===== src/rtl/pong_pkg.sv =====
// rtl/pong_pkg.sv - shared state encoding and default widths for pong_drain
// Optional checksum build: PONG_DRAIN_CHECKSUM_EN adds the SUM state.
package pong_pkg;

    localparam int DEF_DATA_WIDTH = 32;
    localparam int DEF_SEQ_WIDTH  = 16;
    localparam int DEF_CNT_WIDTH  = 8;

    typedef enum logic [2:0] {
        IDLE,
        FETCH,
        SEND,
`ifdef PONG_DRAIN_CHECKSUM_EN
        SUM,
`endif
        DONE
    } state_e;

endpackage


===== src/rtl/pong_drain.sv =====
// rtl/pong_drain.sv - drains a counted burst from an upstream FIFO to a tagged output
// Optional checksum word after the burst: PONG_DRAIN_CHECKSUM_EN.
module pong_drain
    import pong_pkg::*;
#(
    parameter int DATA_WIDTH = DEF_DATA_WIDTH,
    parameter int SEQ_WIDTH  = DEF_SEQ_WIDTH,
    parameter int CNT_WIDTH  = DEF_CNT_WIDTH
) (
    input  logic                  CLK,
    input  logic                  nRST,
    input  logic                  start__ENA,
    input  logic [CNT_WIDTH-1:0]  start_count,
    output logic                  start__RDY,
    input  logic [DATA_WIDTH-1:0] in_first,
    input  logic                  in_first__RDY,
    input  logic                  in_deq__RDY,
    output logic                  in_deq__ENA,
    output logic                  out_heard__ENA,
    output logic [DATA_WIDTH-1:0] out_heard_v,
    output logic [SEQ_WIDTH-1:0]  out_heard_seq,
    input  logic                  out_heard__RDY,
    output logic                  done
);

    state_e                state_q, state_d;
    logic [DATA_WIDTH-1:0] hold_q, hold_d;
    logic [SEQ_WIDTH-1:0]  seq_q, seq_d;
    logic [CNT_WIDTH-1:0]  remaining_q, remaining_d;
`ifdef PONG_DRAIN_CHECKSUM_EN
    logic [DATA_WIDTH-1:0] sum_q, sum_d;
`endif

    always_comb begin
        state_d        = state_q;
        hold_d         = hold_q;
        seq_d          = seq_q;
        remaining_d    = remaining_q;
`ifdef PONG_DRAIN_CHECKSUM_EN
        sum_d          = sum_q;
`endif
        start__RDY     = 1'b0;
        in_deq__ENA    = 1'b0;
        out_heard__ENA = 1'b0;
        out_heard_v    = '0;
        out_heard_seq  = '0;
        done           = 1'b0;

        case (state_q)
            IDLE: begin
                start__RDY = 1'b1;
                if (start__ENA) begin
                    remaining_d = start_count;
`ifdef PONG_DRAIN_CHECKSUM_EN
                    sum_d       = '0;
`endif
                    state_d     = (start_count == '0) ? DONE : FETCH;
                end
            end
            FETCH: begin
                if (in_first__RDY && in_deq__RDY) begin
                    in_deq__ENA = 1'b1;
                    hold_d      = in_first;
`ifdef PONG_DRAIN_CHECKSUM_EN
                    sum_d       = sum_q + in_first;
`endif
                    state_d     = SEND;
                end
            end
            SEND: begin
                out_heard__ENA = 1'b1;
                out_heard_v    = hold_q;
                out_heard_seq  = seq_q;
                if (out_heard__RDY) begin
                    seq_d       = seq_q + 1'b1;
                    remaining_d = remaining_q - 1'b1;
                    // remaining_q is the pre-decrement count, so 1 means last word
                    if (remaining_q != CNT_WIDTH'(1)) begin
                        state_d = FETCH;
                    end else begin
`ifdef PONG_DRAIN_CHECKSUM_EN
                        state_d = SUM;
`else
                        state_d = DONE;
`endif
                    end
                end
            end
`ifdef PONG_DRAIN_CHECKSUM_EN
            SUM: begin
                out_heard__ENA = 1'b1;
                out_heard_v    = sum_q;
                out_heard_seq  = seq_q;
                if (out_heard__RDY) begin
                    seq_d   = seq_q + 1'b1;
                    state_d = DONE;
                end
            end
`endif
            DONE: begin
                done    = 1'b1;
                state_d = IDLE;
            end
            default: state_d = IDLE;
        endcase
    end

    always_ff @(posedge CLK) begin
        if (!nRST) begin
            state_q     <= IDLE;
            hold_q      <= '0;
            seq_q       <= '0;
            remaining_q <= '0;
`ifdef PONG_DRAIN_CHECKSUM_EN
            sum_q       <= '0;
`endif
        end else begin
            state_q     <= state_d;
            hold_q      <= hold_d;
            seq_q       <= seq_d;
            remaining_q <= remaining_d;
`ifdef PONG_DRAIN_CHECKSUM_EN
            sum_q       <= sum_d;
`endif
        end
    end

endmodule


===== config.mk =====
export PLATFORM = sky130hd
export DESIGN_NAME = pong_drain
export DESIGN_NICKNAME = d
export VERILOG_FILES = /design/src/rtl/pong_pkg.sv /design/src/rtl/pong_drain.sv
export SDC_FILE = /design/constraint.sdc
export NUM_CORES = 1
export LEC_CHECK = 0
export CAP_MARGIN = 20
export CORE_ASPECT_RATIO = 1.4
export CORE_MARGIN = 4
export CORE_UTILIZATION = 45
export DETAILED_ROUTE_END_ITERATION = 16
export PLACE_DENSITY = 0.8
export SYNTH_ARGS = -nofsm -noshare
export SYNTH_HDL_FRONTEND = slang
export SYNTH_SLANG_ARGS = --single-unit

===== constraint.sdc =====
create_clock -name CLK -period 2.06 [get_ports CLK]
set_clock_uncertainty 0.1 [all_clocks]
set_input_delay 0.618 -clock CLK [delete_from_list [all_inputs] [get_ports CLK]]
set_output_delay 0.618 -clock CLK [all_outputs]
set_load 0.02 [all_outputs]

==> results <==
- The flow ran to the end, but the final reports show violations.
- The final reports fail on setup timing.
- The share of the Yosys chip area taken by registers is 0.4090.
- The height of the die is between 100 and 150 µm.
- The switching part of the total power is 0.2409.
- The synthesized area divided by synthesized cell count is 7.757 µm².
- The stage delay of the slowest cell on the critical path is about 350 ps.
- In this run the power spent charging and discharging nets is 650.8 µW.
- The share of total power dissipated in sequential elements is 0.439.
- The finished layout holds about 560 standard cells, fillers aside.
- The max-capacitance violation count is 0.
- The area of the die is 7662 µm².
- Yosys mapped the design onto 43 distinct sky130hd cell types.
- The instance count of the mapped netlist is 366.
- The share of synthesized area spent on multiplexers is 0.
- In the layout the commonest cells are nand2_1 (79), dfxtp_1 (56), a21oi_1 (50).
- The total inserted antenna cells is 0.
- The main combinational cell family by area after synthesis is simple AND/OR/NAND/NOR gates.
- For the pin with the worst max-slew slack, the measured transition is between 500 and 600 ps.
- Counting flops and latches in the post-synthesis netlist gives 58.
- TritonCTS built the clock tree.
- The type of the tightest min-delay check is flop to flop.
- The first detailed-routing pass ran for 4 iterations.
- The total number of clock tree sinks is 58.
- The overall power is 2702 µW.
- In the final layout, the share of cells above drive strength 1 is 0.2893.
- The portion of total power attributed to the clock network is 0.431.
- OpenSTA, run right after detailed placement, puts the worst setup slack at -629.2 ps.
- Setup total negative slack on the finished layout was measured at -10.40 ps.
- IR analysis of the VDD net gives a maximum drop of 0.4340 mV.
- The initial antenna violation count came to 0.
- Of the total synthesized cell area, the portion taken by full adders, half adders and majority gates is 0.01322.
- Yosys mapped a number of flops with a built-in enable equal to 0.
- For this run, asynchronously set or reset flops after synthesis account for 0.
- The top flip-flop cell by instance count after synthesis is dfxtp_1.
- Data on the critical path arrives at its endpoint at 1350 ps.
- The startpoint of the worst-slack reg-to-reg timing path is seq_q[3]$_SDFFE_PN0P_.
- The top-level port count is around 100.
- The synthesized netlist occupies a cell area of 2839 µm².
- The compound-gate portion of the synthesized area was 0.1459.
- The initial utilization of the core area, before any placement, comes to 0.4602.
- Entering global routing, the biggest net connects 33 pins.
- Among all stages on the critical path, the largest delay is contributed by dfxtp_2.
- For this run, the post-layout net count is 528.
- The number of global-route vias before repair is 2854.
- The first-pass GRT wire length is 12.79 mm.
- The final weighted congestion of routability-driven global placement is 0.8716.
- In this run the worst setup path begins at state_q[0]$_SDFFE_PN0P_.
- In the routed design, unresolved DRC markers number 0.
- The Yosys step of the flow raised 0 warnings.
- The leakage component of the power is 0.001810 µW.
- The number of buffers added by the clock tree synthesis step is 9.
- The capturing element type of the critical path is an output port.
- The number of nets with antenna violations after detailed routing is 0.
- For the worst setup path, the data required time is 1340 ps.
- After filler insertion, the fill cell instance count of the layout stands at 470.
- The post-synthesis share of cell area spent on and, or, nand and nor gates is 0.3513.
- The cell class contributing the biggest share of worst-path delay is flip-flops.
- The final-report setup violation count is 2.
- After clock tree synthesis, the clock-pin slew on the worst setup and hold paths is 70 ps.
- The initialized floorplan defines 34 standard-cell rows.
- The origin of the worst min-delay path is hold_q[24]$_SDFFE_PN0P_.
- After global routing the overflow that remains totals 0.
- Buffers placed on the I/O ports in this run total 97.
- The number of buffer and inverter stages on the critical path is 3.
- STA classifies the critical path startpoint as a flop.
- The final cycle utilization of the critical path is 1.005.
- The core box area is 6168 µm².
- The minimum clock period after layout is 2070 ps.
- The highest clock rate is 483.1 MHz.
- Once placement completed, the tool counted placed cells totaling about 540.
- The total global routing track utilization is 0.2164.
- Traced cell by cell, the critical path runs through nand2b_4, inv_8, buf_12, and2_1, buf_6.
- The power per cell area is 611.4 nW/µm².
- The source-to-sink clock delay at the later pin of the worst-skew pair is 350 ps.
- The final wirelength is 8.305 mm.
- Once routing completed, OpenROAD measured the worst setup slack at -10.06 ps.
- Measured along the x axis, the die boundary spans around 75 µm.
- The placed wire-length estimate after detailed placement is around 5.7 mm.
- The relative slew slack is 0.6577.
- The clock root buffer is clkbuf_8.
- Setup repair after global routing could not meet its margin everywhere.
- The number of failing hold endpoints at the final stage is 0.
- The number of DRC markers in iteration 0 is 142.
- The worst setup path is of the flop to output port kind.
- The worst hold-check slack is 349.7 ps.
- The internal power contribution is just over 2000 µW.
- In the final routed layout, each cell accounts on average for 14.94 µm.
- The max-slew violation count was 0.
- The H-tree was split into 3 levels.
- Compared with the post-synthesis result, the final layout area differs by 55.66%.
- The maximum buffer depth of the clock tree is 2.
- The logic gate share of total power is 0.129.
- The number of vias in the routed layout is between 2000 and 3000.
- After detailed routing, the number of vias per cell comes to 5.320.
- The xor-xnor portion of the synthesized cell area is 0.02777.
- The most common cell after layout, fill and taps aside is nand2_1.
- Synthesis produced a netlist with a net count of 415.
- The maximum fanout along the worst path is 13.
layer usage:
metal / vias up / part of all wire / GRT usage
met3: 22 / 0.062 / 0.05315
met1: 1382 / 0.37 / 0.2275
met2: 95 / 0.54 / 0.3872
met5: - / 0 / 0
li1: 1459 / - / -
met4: 0 / 0.028 / 0.1144
worst reg2reg max path, stage by stage (launching register included):
cell and delay (ps):
dfxtp_1 330, buf_4 130, and4_1 370, nand4b_4 160, or4_1 480, a21oi_1 150
cell type report:
class / instances / area [µm²] / share of cell area
Inverter: 6 / 30.03 / 0.006795
Tap cell: 72 / 90.09 / 0.02039
Sequential cell: 58 / 1164 / 0.2633
Clock buffer: 11 / 141.4 / 0.03199
Multi-Input combinational cell: 278 / 1629 / 0.3686
Timing Repair Buffer: 126 / 1287 / 0.2913
Clock inverter: 5 / 77.57 / 0.01755
power by group through the flow:
stage,clock [µW],combinational (µW),sequential [µW]
after global routing,1230,382,1190
after global placement,0,321,1210
after CTS,1180,337,1180
after floorplan,0,162,1200
final,1170,349,1190
after detailed placement,0,327,1210
per-stage QoR:
step | util | cell area, µm²
global route | 0.7164 | 4419
detailed placement | 0.6481 | 3998
floorplan | - | 2839
global placement | 0.6481 | 3998
finish | 0.7164 | 4419
CTS | 0.6710 | 4139
cells in the mapped netlist (2+ instances only):
cell      number  area [µm²]
a211oi_1       5       37.54
a21o_1         3       22.52
a21oi_1       50       250.2
a31oi_1        2       12.51
and2_1        47       294.0
and3_1         3       18.77
and3_2         3       22.52
and3b_1        2       17.52
buf_2          6       30.03
buf_6          2       22.52
clkbuf_1      14       52.55
dfxtp_1       58        1161
ha_1           3       37.54
inv_1          6       22.52
nand2_1       79       296.5
nand2b_1       3       18.77
nand3_1        9       45.04
nand4_1        5       31.28
nand4b_1       2       17.52
nor2_1        20       75.07
nor3_1         2       10.01
nor4_1         3       18.77
o21ai_0        7       35.03
o22ai_1        2       12.51
o31ai_1        2       15.01
or3_1          3       18.77
or4_1          2       15.01
xnor2_1        2       17.52
xor2_1         7       61.31
kinds of logic (layout without fill, tap and decap cells):
kind of cell | after synthesis | in the layout
compound gates | 74 | 74
xor+xnor | 9 | 9
fa+ha+maj | 3 | 3
buf+inv | 30 | 148
flops | 58 | 58
simple gates | 192 | 192
final timing paths:
kind	to	depth (start not counted)	slack, ps
worst max-delay path	out_heard_v[25]	5	-10
worst min-delay path	hold_q[24]$_SDFFE_PN0P_	2	350
worst max register to register	seq_q[15]$_SDFFE_PN0P_	5	270
worst min register to register	hold_q[24]$_SDFFE_PN0P_	2	350
state kept, by name (all words and copies together) (netlist names):
signal	cells
seq_q	16
remaining_q	8
hold_q	32
state_q	2
what timing repair did:
item                                    in CTS  in global routing
hold buffers                                 0                  0
endpoints found under the setup margin      52                 51
cloned                                       1                  0
pin swaps                                    1                  1
resized for setup                          259                 88
buffers inserted                             1                  2
(Power assumes the default switching activity.)
